**src/rtl/nfc_host_seq.sv**
```systemverilog
// nfc_host_seq: sequences host erase/program/read requests through a NAND page buffer and memory controller
module nfc_host_seq #(
    parameter int DataWidth     = 16,
    parameter int PageWords     = 2048,
    parameter int TimeoutCycles = 1048575
) (
    input  logic                 clk,
    input  logic                 Reset,
    input  logic                 req_valid,
    output logic                 req_ready,
    input  logic [1:0]           req_cmd,
    input  logic [15:0]          req_addr,
    input  logic [DataWidth-1:0] wr_data,
    input  logic                 wr_valid,
    output logic                 wr_ready,
    output logic [DataWidth-1:0] rd_data,
    output logic                 rd_valid,
    input  logic                 rd_ready,
    output logic                 resp_valid,
    input  logic                 resp_ready,
    output logic [1:0]           resp_status,
    output logic                 nfc_start,
    output logic [2:0]           nfc_cmd,
    output logic [15:0]          RWA,
    output logic                 buf_sel,
    output logic                 buf_we,
    output logic                 buf_re,
    output logic [DataWidth-1:0] buf_in,
    input  logic [DataWidth-1:0] buf_out,
    input  logic                 nfc_done,
    input  logic                 nfc_fail
);
    localparam int CW = $clog2(PageWords);
    localparam int TW = $clog2(TimeoutCycles + 1);
    localparam logic [CW:0]   RMAX  = (CW + 1)'(PageWords);
    localparam logic [CW-1:0] WLAST = CW'(PageWords - 1);
    localparam logic [TW-1:0] TLAST = TW'(TimeoutCycles - 1);
    localparam logic [2:0] IDLE = 3'd0, FILL = 3'd1, START = 3'd2, WAIT = 3'd3, DRAIN = 3'd4, RESP = 3'd5;

    logic [2:0]           state;
    logic [1:0]           cmd_q;
    logic [15:0]          addr_q;
    logic [CW-1:0]        wcnt, pcnt;
    logic [CW:0]          rcnt;
    logic [TW-1:0]        timer;
    logic                 fill_done, we_q, inf, wp, rp, pop, wr_acc;
    logic [DataWidth-1:0] in_q;
    logic [DataWidth-1:0] mem [2];
    logic [1:0]           occ, status;

    assign req_ready   = state == IDLE;
    assign wr_ready    = state == FILL && !fill_done;
    assign wr_acc      = wr_valid && wr_ready;
    assign nfc_start   = state == START;
    assign nfc_cmd     = {1'b0, cmd_q};
    assign RWA         = addr_q;
    assign buf_sel     = state == FILL || state == DRAIN;
    assign buf_we      = we_q;
    assign buf_in      = in_q;
    assign rd_valid    = occ != 2'd0;
    assign rd_data     = mem[rp];
    assign pop         = rd_valid && rd_ready;
    // a pop this cycle frees a slot, which keeps reads streaming at one word per cycle
    assign buf_re      = state == DRAIN && rcnt != RMAX &&
                         ({1'b0, occ} + {2'b0, inf} - {2'b0, pop}) < 3'd2;
    assign resp_valid  = state == RESP;
    assign resp_status = status;

    always_ff @(posedge clk) begin
        if (Reset) begin
            state     <= IDLE;
            cmd_q     <= '0;
            addr_q    <= '0;
            wcnt      <= '0;
            pcnt      <= '0;
            rcnt      <= '0;
            timer     <= '0;
            fill_done <= 1'b0;
            we_q      <= 1'b0;
            inf       <= 1'b0;
            wp        <= 1'b0;
            rp        <= 1'b0;
            in_q      <= '0;
            mem[0]    <= '0;
            mem[1]    <= '0;
            occ       <= '0;
            status    <= '0;
        end else begin
            we_q <= wr_acc;
            if (wr_acc) in_q <= wr_data;
            inf <= buf_re;
            if (buf_re) rcnt <= rcnt + 1'b1;
            if (inf) begin
                mem[wp] <= buf_out;
                wp      <= ~wp;
            end
            if (pop) rp <= ~rp;
            occ <= occ + {1'b0, inf} - {1'b0, pop};
            case (state)
                IDLE: if (req_valid) begin
                    cmd_q     <= req_cmd;
                    addr_q    <= req_addr;
                    wcnt      <= '0;
                    pcnt      <= '0;
                    rcnt      <= '0;
                    timer     <= '0;
                    fill_done <= 1'b0;
                    status    <= req_cmd == 2'd3 ? 2'd3 : 2'd0;
                    state     <= req_cmd == 2'd3 ? RESP : req_cmd == 2'd1 ? FILL : START;
                end
                FILL: begin
                    if (wr_acc) begin
                        wcnt <= wcnt + 1'b1;
                        if (wcnt == WLAST) fill_done <= 1'b1;
                    end
                    if (fill_done) state <= START;
                end
                START: state <= WAIT;
                WAIT: begin
                    if (nfc_fail) begin
                        status <= 2'd1;
                        state  <= RESP;
                    end else if (nfc_done) begin
                        status <= 2'd0;
                        state  <= cmd_q == 2'd2 ? DRAIN : RESP;
                    end else if (timer == TLAST) begin
                        status <= 2'd2;
                        state  <= RESP;
                    end else timer <= timer + 1'b1;
                end
                DRAIN: if (pop) begin
                    pcnt <= pcnt + 1'b1;
                    if (pcnt == WLAST) begin
                        status <= 2'd0;
                        state  <= RESP;
                    end
                end
                RESP: if (resp_ready) state <= IDLE;
                default: state <= IDLE;
            endcase
        end
    end
endmodule

```
**config.mk**
```make
export PLATFORM = sky130hd
export DESIGN_NAME = nfc_host_seq
export DESIGN_NICKNAME = d
export VERILOG_FILES = /design/src/rtl/nfc_host_seq.sv
export SDC_FILE = /design/constraint.sdc
export NUM_CORES = 1
export LEC_CHECK = 0
export ABC_CLOCK_PERIOD_IN_PS = 4100
export CAP_MARGIN = 20
export CORE_ASPECT_RATIO = 0.8
export CORE_UTILIZATION = 40
export DETAILED_ROUTE_END_ITERATION = 6
export PLACE_DENSITY = 0.75
export SYNTH_ARGS = -nofsm -noshare
export SYNTH_HDL_FRONTEND = slang
export SYNTH_SLANG_ARGS = --single-unit
```
**constraint.sdc**
```tcl
create_clock -name clk -period 4.1 [get_ports clk]
set_input_delay 0.41 -clock clk [delete_from_list [all_inputs] [get_ports clk]]
set_output_delay 0.41 -clock clk [all_outputs]
set_load 0.05 [all_outputs]
```
==> impl_summary.log, run 1 <==
[metrics] status: complete, but fails checks
[metrics] violated checks: DRC
[metrics] mean instance size in the synthesized netlist: 9.06 um^2
[metrics] number of top-level pins: 119
[metrics] area of the mapped netlist: slightly below 6000 um^2
[metrics] proportion of register bits with asynchronous set or reset after synthesis: 0
[metrics] share of final-layout standard cells stronger than drive strength 1: 0.0788
[metrics] static leakage: 2.78 nW
[metrics] Root Buffer: sky130_fd_sc_hd__clkbuf_16
[metrics] worst setup timing slack at the placement stage: 0.656 ns
[metrics] CP peak stage delay: 0.38 ns
[metrics] number of different library cells in the post-synthesis netlist: 55
[metrics] total iterations of the first detailed-routing run: 7
[metrics] critical path data arrival time: between 3 and 4 ns
[metrics] Cells after Synth: 659
[metrics] peak supply drop: 0.000315 V
[metrics] RSZ-0062 raised after global routing: no
[metrics] Initial Util: 0.413
[metrics] Worst EP required: between 3 and 4 ns
[metrics] Die Y-Extent: 111 um
[metrics] final clock period utilization by the worst path: 0.870
[metrics] highest-delay cell along the critical path: sky130_fd_sc_hd__and3_1
[metrics] number of DRC markers after the initial detailed-route iteration: 346
[metrics] total detailed-routing wirelength: around 14 mm
[metrics] via/cell ratio: 5.17
[metrics] worst-margin pin slew: 0.991 ns
[metrics] nets in the synthesized netlist: 726
[metrics] Max FO, Critical Path: 10
[metrics] hold bufs inserted after CTS: 0
[metrics] count of vias placed by the detailed router: 4957
[metrics] instance area after placement: 7250 um^2
[metrics] Clock Sinks: 133
[metrics] R2R Setup Slk: ~0.94 ns
[metrics] number of setup buffers added after CTS: 0
[metrics] number of buffers on the longest clock path: 2
[metrics] critical path endpoint category: output pin
[metrics] clock latency of the later-clocked register in the worst-skew pair: 0.42 ns
[metrics] cts repair resizes: 0
[metrics] number of CTS-inserted buffers: 17
[metrics] Post-DP HPWL: 9.11 mm
[metrics] Chip Width: 139 um
[metrics] startpoint type of the worst setup path: flop
[metrics] pin count of the biggest net entering global routing: 60
[metrics] Core Area: 14400 um^2
[metrics] Core Rows: 39
[metrics] Final GP Congestion: 0.806
[metrics] max-capacitance violation count: 0
[metrics] hold crit path type: in2reg
[metrics] count of unresolved DRC violations after routing: 2
[metrics] cell-by-cell listing of the critical path: o21ai_0 > inv_1 > ha_1 > inv_1 > ha_1 > inv_1 > fa_1 > xnor2_1 > and3_1 > nand2_1 > inv_1 > buf_12
[metrics] clock slew seen by the registers of the worst setup and hold paths: 0.06 ns
[metrics] worst setup path startpoint: occ[1]$_SDFF_PP0_
[metrics] worst reg2reg path endpoint: rcnt[5]$_SDFF_PP0_
[metrics] htree depth: 4
[metrics] Routed Antenna Nets: 0
[metrics] Clock Skews: 0.0100 ns
[metrics] pwr dens: 579 nW/um^2
[metrics] number of global-route vias before repair: 4724
[metrics] detail-routed net length per standard cell: between 10 and 15 um
[metrics] CTS tree: done
[metrics] dominant register cell in the synthesized netlist: sky130_fd_sc_hd__dfxtp_1
[metrics] area growth from synthesis to layout: 31.2%
[metrics] critical path class: reg2out
[metrics] final-report setup violation count: 0
[metrics] first-pass GRT wire length: 22.9 mm
[metrics] FMAX: 280 MHz
[metrics] most frequent CP cell: sky130_fd_sc_hd__inv_1
[metrics] Rel. slew slack: 0.337
[metrics] Slew Viols, Final: 0
[metrics] path depth of the worst reg2reg path: 12
[metrics] Final Hold Slack: 0.419 ns
[metrics] final hold vios: 0
[metrics] Layout Nets: 828
[metrics] min setup slack post-route: 0.533 ns
[metrics] worst reg2reg startpoint: occ[1]$_SDFF_PP0_
[metrics] total global routing overflow: 0
[metrics] Global Route Usage Sum: 0.185
[metrics] overall power after layout: around 4.5 mW
[metrics] sequential fraction of the synthesis area: 0.500
[metrics] number of warnings reported in the yosys synthesis log: 0
[metrics] Die Footprint: 15400 um^2
[metrics] diode count: 0
[metrics] number of buffers added on ports: 117
[metrics] summed negative setup slack over all endpoints: 0 ns
[metrics] EDFF count, synth: 32
[metrics] #FFs+latches synth: 133
[metrics] capturing instance or port of the critical path: buf_re
[metrics] final non-filler cell area: 7830 um^2
[metrics] clock period minus worst slack: approximately 3.6 ns
[metrics] antenna violations before repair: 0
==> layout by cell type, fill, tap and decap left out, types with 3 or more instances in the layout <==
cell type	n
sky130_fd_sc_hd__or3b_1	3
sky130_fd_sc_hd__dfxtp_1	101
sky130_fd_sc_hd__o31ai_1	6
sky130_fd_sc_hd__nand4_1	17
sky130_fd_sc_hd__nand3b_1	3
sky130_fd_sc_hd__nand2_1	105
sky130_fd_sc_hd__or4_1	10
sky130_fd_sc_hd__a21oi_1	67
sky130_fd_sc_hd__clkdlybuf4s50_1	115
sky130_fd_sc_hd__nand3_1	16
sky130_fd_sc_hd__edfxtp_1	32
sky130_fd_sc_hd__mux2_2	18
sky130_fd_sc_hd__clkinvlp_4	3
sky130_fd_sc_hd__and2_1	34
sky130_fd_sc_hd__nor4_1	4
sky130_fd_sc_hd__and3_1	10
sky130_fd_sc_hd__o21ai_0	19
sky130_fd_sc_hd__xor2_1	12
sky130_fd_sc_hd__a211o_1	4
sky130_fd_sc_hd__clkbuf_16	17
sky130_fd_sc_hd__inv_1	19
sky130_fd_sc_hd__nor3_1	16
sky130_fd_sc_hd__a31oi_1	5
sky130_fd_sc_hd__ha_1	8
sky130_fd_sc_hd__nor2b_1	3
sky130_fd_sc_hd__or3_1	9
sky130_fd_sc_hd__clkinv_4	4
sky130_fd_sc_hd__nor2_1	49
sky130_fd_sc_hd__buf_4	4
sky130_fd_sc_hd__a41o_1	3
sky130_fd_sc_hd__xnor2_1	12
sky130_fd_sc_hd__and4_1	5
==> power breakdown <==
| part | switching [mW] | internal, mW |
|---|---|---|
| registers | 0.126 | 1.46 |
| logic | 0.952 | 0.516 |
| clock network | 0.589 | 0.896 |
==> kinds of logic (layout without fill, tap and decap cells) <==
family                     Yosys count  in the layout  synth area share
and+or+nand+nor                    296            296             0.250
DFF                                133            133             0.500
AOI/OAI and AO/OA                  119            119             0.117
buffers and inverters               57            172            0.0398
xor gates and xnor gates            24             24            0.0352
muxes                               20             20            0.0373
adders and majority gates            9              9            0.0201
other                                1              1          0.000628
==> worst min path at each step <==
stage | from | end | slack [ns] | cells after the start
floorplan | pcnt[10]$_SDFFE_PP0P_ | pcnt[10]$_SDFFE_PP0P_ | 0.44 | 2
global placement | buf_in[5]$_SDFFE_PP0P_ | buf_in[5]$_SDFFE_PP0P_ | 0.44 | 2
detailed placement | buf_in[5]$_SDFFE_PP0P_ | buf_in[5]$_SDFFE_PP0P_ | 0.45 | 2
CTS | Reset | timer[14]$_SDFFE_PP0P_ | 0.40 | 4
global route | Reset | timer[14]$_SDFFE_PP0P_ | 0.41 | 4
finish | Reset | timer[14]$_SDFFE_PP0P_ | 0.42 | 4
==> per-layer routing <==
metal | wire (um) | vias to the layer above | track usage
li1 | - | 2515 | -
met1 | 6080 | 2291 | 0.233
met2 | 6220 | 135 | 0.294
met3 | 1030 | 16 | 0.0605
met4 | 165 | 0 | 0.0712
met5 | 0 | - | 0
==> sequential cells by signal (all words and copies together) (netlist names), 3 cells and up, named ones only <==
signal / flops
wcnt: 11
mem: 32
RWA: 16
timer: 20
state: 3
buf_in: 16
pcnt: 11
rcnt: 12
==> cells in the mapped netlist (all sizes together), types with 5 or more instances <==
cell type / count / share of area
nand4: 17 / 0.018
and3: 10 / 0.010
and2: 35 / 0.037
a31oi: 5 / 0.0052
xor2: 12 / 0.018
o31ai: 6 / 0.0075
xnor2: 12 / 0.018
nor3: 16 / 0.013
or4: 10 / 0.013
inv: 19 / 0.012
and4: 5 / 0.0073
nor2: 49 / 0.031
edfxtp: 32 / 0.16
o21ai: 21 / 0.018
nand2: 105 / 0.066
mux2: 18 / 0.034
a21oi: 67 / 0.056
ha: 8 / 0.017
buf: 9 / 0.0096
clkbuf: 29 / 0.018
or3: 9 / 0.0094
dfxtp: 101 / 0.34
nand3: 16 / 0.013
==> critical path: cells and delay by family (launching register included) <==
| kind | cells | cell delay (ns) |
|---|---|---|
| adder cells (fa/ha/maj) | 3 | 0.80 |
| AND/OR/NAND/NOR | 2 | 0.57 |
| buffers and inverters | 5 | 0.52 |
| flip-flops | 1 | 0.37 |
| AO/OA/AOI/OAI | 1 | 0.32 |
| XOR/XNOR | 1 | 0.15 |
==> area by class of cell <==
cell class | count | area [um^2]
well taps | 184 | 230
inverters | 19 | 71.3
repair buffers | 121 | 1210
fillers | 1312 | 6620
clock inverters | 15 | 156
clock buffers | 17 | 425
multi-input cells | 469 | 2760
flip-flops and latches | 133 | 2980
==> metrics by stage <==
stage	util	cells
floorplan	-	659
global placement	0.502	926
detailed placement	0.502	926
CTS	0.542	958
global route	0.542	958
finish	0.542	958
No activity file was read; power rests on OpenSTA's default activity.
==> inputs of run 2 (changes only) <==
--- a/config.mk
+++ b/config.mk
@@ -10,6 +10,7 @@
 export CORE_ASPECT_RATIO = 0.8
 export CORE_UTILIZATION = 40
 export DETAILED_ROUTE_END_ITERATION = 6
+export GPL_TIMING_DRIVEN = 0
 export PLACE_DENSITY = 0.75
 export SYNTH_ARGS = -nofsm -noshare
 export SYNTH_HDL_FRONTEND = slang
==> run 2 against run 1 <==
The run still ends with DRC left. Fmax down 5.9%. Die area is the same. Non-clock buffer count grew 34. Power is 5.3% higher. Sequential power shrank 4%. Sequential share of layout area is 0.83 points lower. Clock power increased by 10%. Critical path depth up 1. Worst setup slack got worse by 0.22 ns. Sequential cell count unchanged. Cell count is 3.5% higher. Utilization increased by 1.2 points.
==> impl_summary.log, run 2 (synthesized netlist as in run 1, its figures left out) <==
[metrics] max-capacitance violation count: 0 (unchanged)
[metrics] number of DRC markers after the initial detailed-route iteration: 337 (-2.6%)
[metrics] Clock Sinks: 133 (unchanged)
[metrics] count of unresolved DRC violations after routing: 2 (unchanged)
[metrics] Root Buffer: sky130_fd_sc_hd__clkbuf_16
[metrics] Routed Antenna Nets: 0 (unchanged)
[metrics] most congested layer reported by global routing: met2
[metrics] total iterations of the first detailed-routing run: 7 (unchanged)
[metrics] number of CTS-inserted buffers: 17 (unchanged)
[metrics] number of buffers added on ports: 117 (unchanged)
[metrics] final hold vios: 0 (unchanged)
[metrics] Chip Width: 139 um (unchanged)
[metrics] number of setup buffers added after CTS: 0 (unchanged)
[metrics] pin count of the biggest net entering global routing: 17 (-72%)
[metrics] first-pass GRT wire length: 24.8 mm (+8.2%)
[metrics] Final GP Congestion: 0.809 (+0.32%)
[metrics] diode count: 0 (unchanged)
[metrics] clock latency of the later-clocked register in the worst-skew pair: 0.42 ns (about the same)
[metrics] area growth from synthesis to layout: 34.1%
[metrics] most used cells in the layout excluding fill and tap cells: sky130_fd_sc_hd__clkdlybuf4s50_1 (116), sky130_fd_sc_hd__nand2_1 (105), sky130_fd_sc_hd__dfxtp_1 (101)
[metrics] leading registers by flop count: mem (32), timer (20)
[metrics] via/cell ratio: 5.22 (+0.88%)
[metrics] critical path data arrival time: 3.38 ns (+0.22 ns)
[metrics] Global Route Usage Sum: 0.203 (+0.0174)
[metrics] clock period minus worst slack: 3.79 ns (+0.223 ns)
[metrics] Worst EP required: 3.69 ns (about the same)
[metrics] status: complete, but fails checks
[metrics] Die Y-Extent: 111 um (unchanged)
[metrics] worst-margin pin slew: 0.716 ns (-0.275 ns)
[metrics] share of final-layout standard cells stronger than drive strength 1: 0.0755 (-0.00332)
[metrics] number of buffers on the longest clock path: 2 (unchanged)
[metrics] pwr dens: 597 nW/um^2 (+3.0%)
[metrics] worst reg2reg startpoint: occ[1]$_SDFF_PP0_
[metrics] Min-Delay Path Depth: 2 (-2)
[metrics] antenna violations before repair: 0 (unchanged)
[metrics] htree depth: 4 (unchanged)
[metrics] Max FO, Critical Path: 10 (unchanged)
[metrics] clock slew seen by the registers of the worst setup and hold paths: 0.06 ns (about the same)
[metrics] worst reg2reg path endpoint: rcnt[5]$_SDFF_PP0_
[metrics] Clock Skews: 0.0174 ns (+0.00739 ns)
[metrics] hold crit path type: reg2reg
[metrics] Rel. slew slack: 0.523 (+0.186)
[metrics] Slew Viols, Final: 0 (unchanged)
[metrics] Die Footprint: 15400 um^2 (unchanged)
[metrics] critical path class: reg2out
[metrics] violated checks: DRC
[metrics] largest reg by FF count: mem
[metrics] static leakage: 2.86 nW (+2.8%)
[metrics] detail-routed net length per standard cell: 14.9 um (+5.4%)
[metrics] met3 GRT Util: 0.0730 (+0.0125)
[metrics] Initial Util: 0.413 (unchanged)
[metrics] final-report setup violation count: 0 (unchanged)
[metrics] CTS tree: done
[metrics] final clock period utilization by the worst path: 0.924 (+0.0543)
[metrics] number of top-level pins: 119 (unchanged)
[metrics] summed negative setup slack over all endpoints: 0 ns (unchanged)
[metrics] FMAX: 264 MHz (-5.9%)
[metrics] startpoint type of the worst setup path: flop
[metrics] Hold Path Sink: buf_in[8]$_SDFFE_PP0P_
[metrics] RSZ-0062 raised after global routing: no
[metrics] global routing usage on met2: 0.332 (+0.0379)
[metrics] number of global-route vias before repair: 5065 (+7.2%)
[metrics] Layout Nets: 862 (+4.1%)
[metrics] count of vias placed by the detailed router: 5178 (+4.5%)
[metrics] total detailed-routing wirelength: 14.7 mm (+9.1%)
[metrics] path depth of the worst reg2reg path: 13 (+1)
[metrics] Post-DP HPWL: 10.2 mm (+12%)
[metrics] core utilization of the finished layout: 0.554 (+0.0120)
[metrics] Core Rows: 39 (unchanged)
[metrics] critical path endpoint category: output pin
[metrics] R2R Setup Slk: 0.80 ns (-0.14 ns)
[metrics] number of flip-flops under the largest register name: 32 (unchanged)
[metrics] most common library cell in the layout ignoring fill and taps: sky130_fd_sc_hd__clkdlybuf4s50_1
[metrics] worst hold start: buf_in[8]$_SDFFE_PP0P_
[metrics] peak supply drop: 0.000347 V (+10%)
[metrics] Core Area: 14400 um^2 (unchanged)
[metrics] met1 usage in global routing: 0.251 (+0.0174)
[metrics] total global routing overflow: 0 (unchanged)
## run 2: changes by cell type in the layout (fill, tap and decap cells not counted), sizes merged
cell | previous run | this run
buf | 6 | 9
bufinv | 2 | 5
clkbuf | 17 | 48
clkdlybuf4s50 | 115 | 116
clkinv | 6 | 7
clkinvlp | 5 | 2
inv | 21 | 19
## run 2: metrics by stage
step	std cells	power [mW]	worst slack, ns	cell area (um^2)	hold WS, ns
floorplan	659	2.63	1.18	5970	0.440
global placement	960	3.14	0.0166	7370	0.441
detailed placement	960	3.15	0.0137	7370	0.447
CTS	992	4.81	0.0520	8010	0.453
global route	992	5.00	0.0763	8000	0.471
finish	992	4.78	0.311	8000	0.452
## run 2: worst max path at each step
stage | startpoint | depth (start not counted) | endpoint | slack [ns]
floorplan | occ[1]$_SDFF_PP0_ | 12 | buf_re | 1.18
global placement | rd_ready | 14 | buf_re | 0.02
detailed placement | rd_ready | 14 | buf_re | 0.01
CTS | occ[1]$_SDFF_PP0_ | 13 | buf_re | 0.05
global route | occ[1]$_SDFF_PP0_ | 13 | buf_re | 0.08
finish | occ[1]$_SDFF_PP0_ | 13 | buf_re | 0.31
## run 2: timing repair
action / 4_1_cts / 5_1_grt
resized for setup: 1 / 2
pin swaps: 0 / 0
setup endpoints to repair: 1 / 1
hold buffers: 0 / 0
endpoints found under the hold margin: 0 / 0
## run 2: metal layers
metal	vias to the layer above	part of all wire
li1	2586	-
met1	2445	0.45
met2	134	0.47
met3	13	0.068
met4	0	0.012
met5	-	0
## run 2: where the power goes
part	switching [mW]	leakage [nW]	internal (mW)	total [mW]
registers	0.0598	1.15	1.46	1.52
clock network	0.569	0.305	1.07	1.64
logic	1.07	1.41	0.545	1.62
total	1.70	2.86	3.08	4.78
## run 2: cell type report
cell class | instances | area, um^2
Inverter | 19 | 71.3
Fill cell | 1295 | 6440
Clock buffer | 18 | 429
Timing Repair Buffer | 117 | 1170
Tap cell | 184 | 230
Buffer | 38 | 166
Multi-Input combinational cell | 469 | 2750
Sequential cell | 133 | 2980
Clock inverter | 14 | 209
## run 2: worst max-delay path, stage by stage (launching register included)
cell	delay, ns
sky130_fd_sc_hd__dfxtp_1	0.36
sky130_fd_sc_hd__o21ai_0	0.37
sky130_fd_sc_hd__inv_1	0.20
sky130_fd_sc_hd__ha_1	0.33
sky130_fd_sc_hd__inv_1	0.05
sky130_fd_sc_hd__ha_1	0.14
sky130_fd_sc_hd__inv_1	0.05
sky130_fd_sc_hd__fa_1	0.37
sky130_fd_sc_hd__xnor2_1	0.19
sky130_fd_sc_hd__and3_1	0.18
sky130_fd_sc_hd__buf_2	0.21
sky130_fd_sc_hd__nand2_1	0.16
sky130_fd_sc_hd__inv_1	0.08
sky130_fd_sc_hd__clkbuf_2	0.27
==> inputs of run 3 (changes only) <==
--- a/config.mk
+++ b/config.mk
@@ -5,7 +5,6 @@
 export SDC_FILE = /design/constraint.sdc
 export NUM_CORES = 1
 export LEC_CHECK = 0
-export ABC_CLOCK_PERIOD_IN_PS = 4100
 export CAP_MARGIN = 20
 export CORE_ASPECT_RATIO = 0.8
 export CORE_UTILIZATION = 40
==> results of run 3 <==
No change in the layout: final DEF, timing and power equal those of run 2.
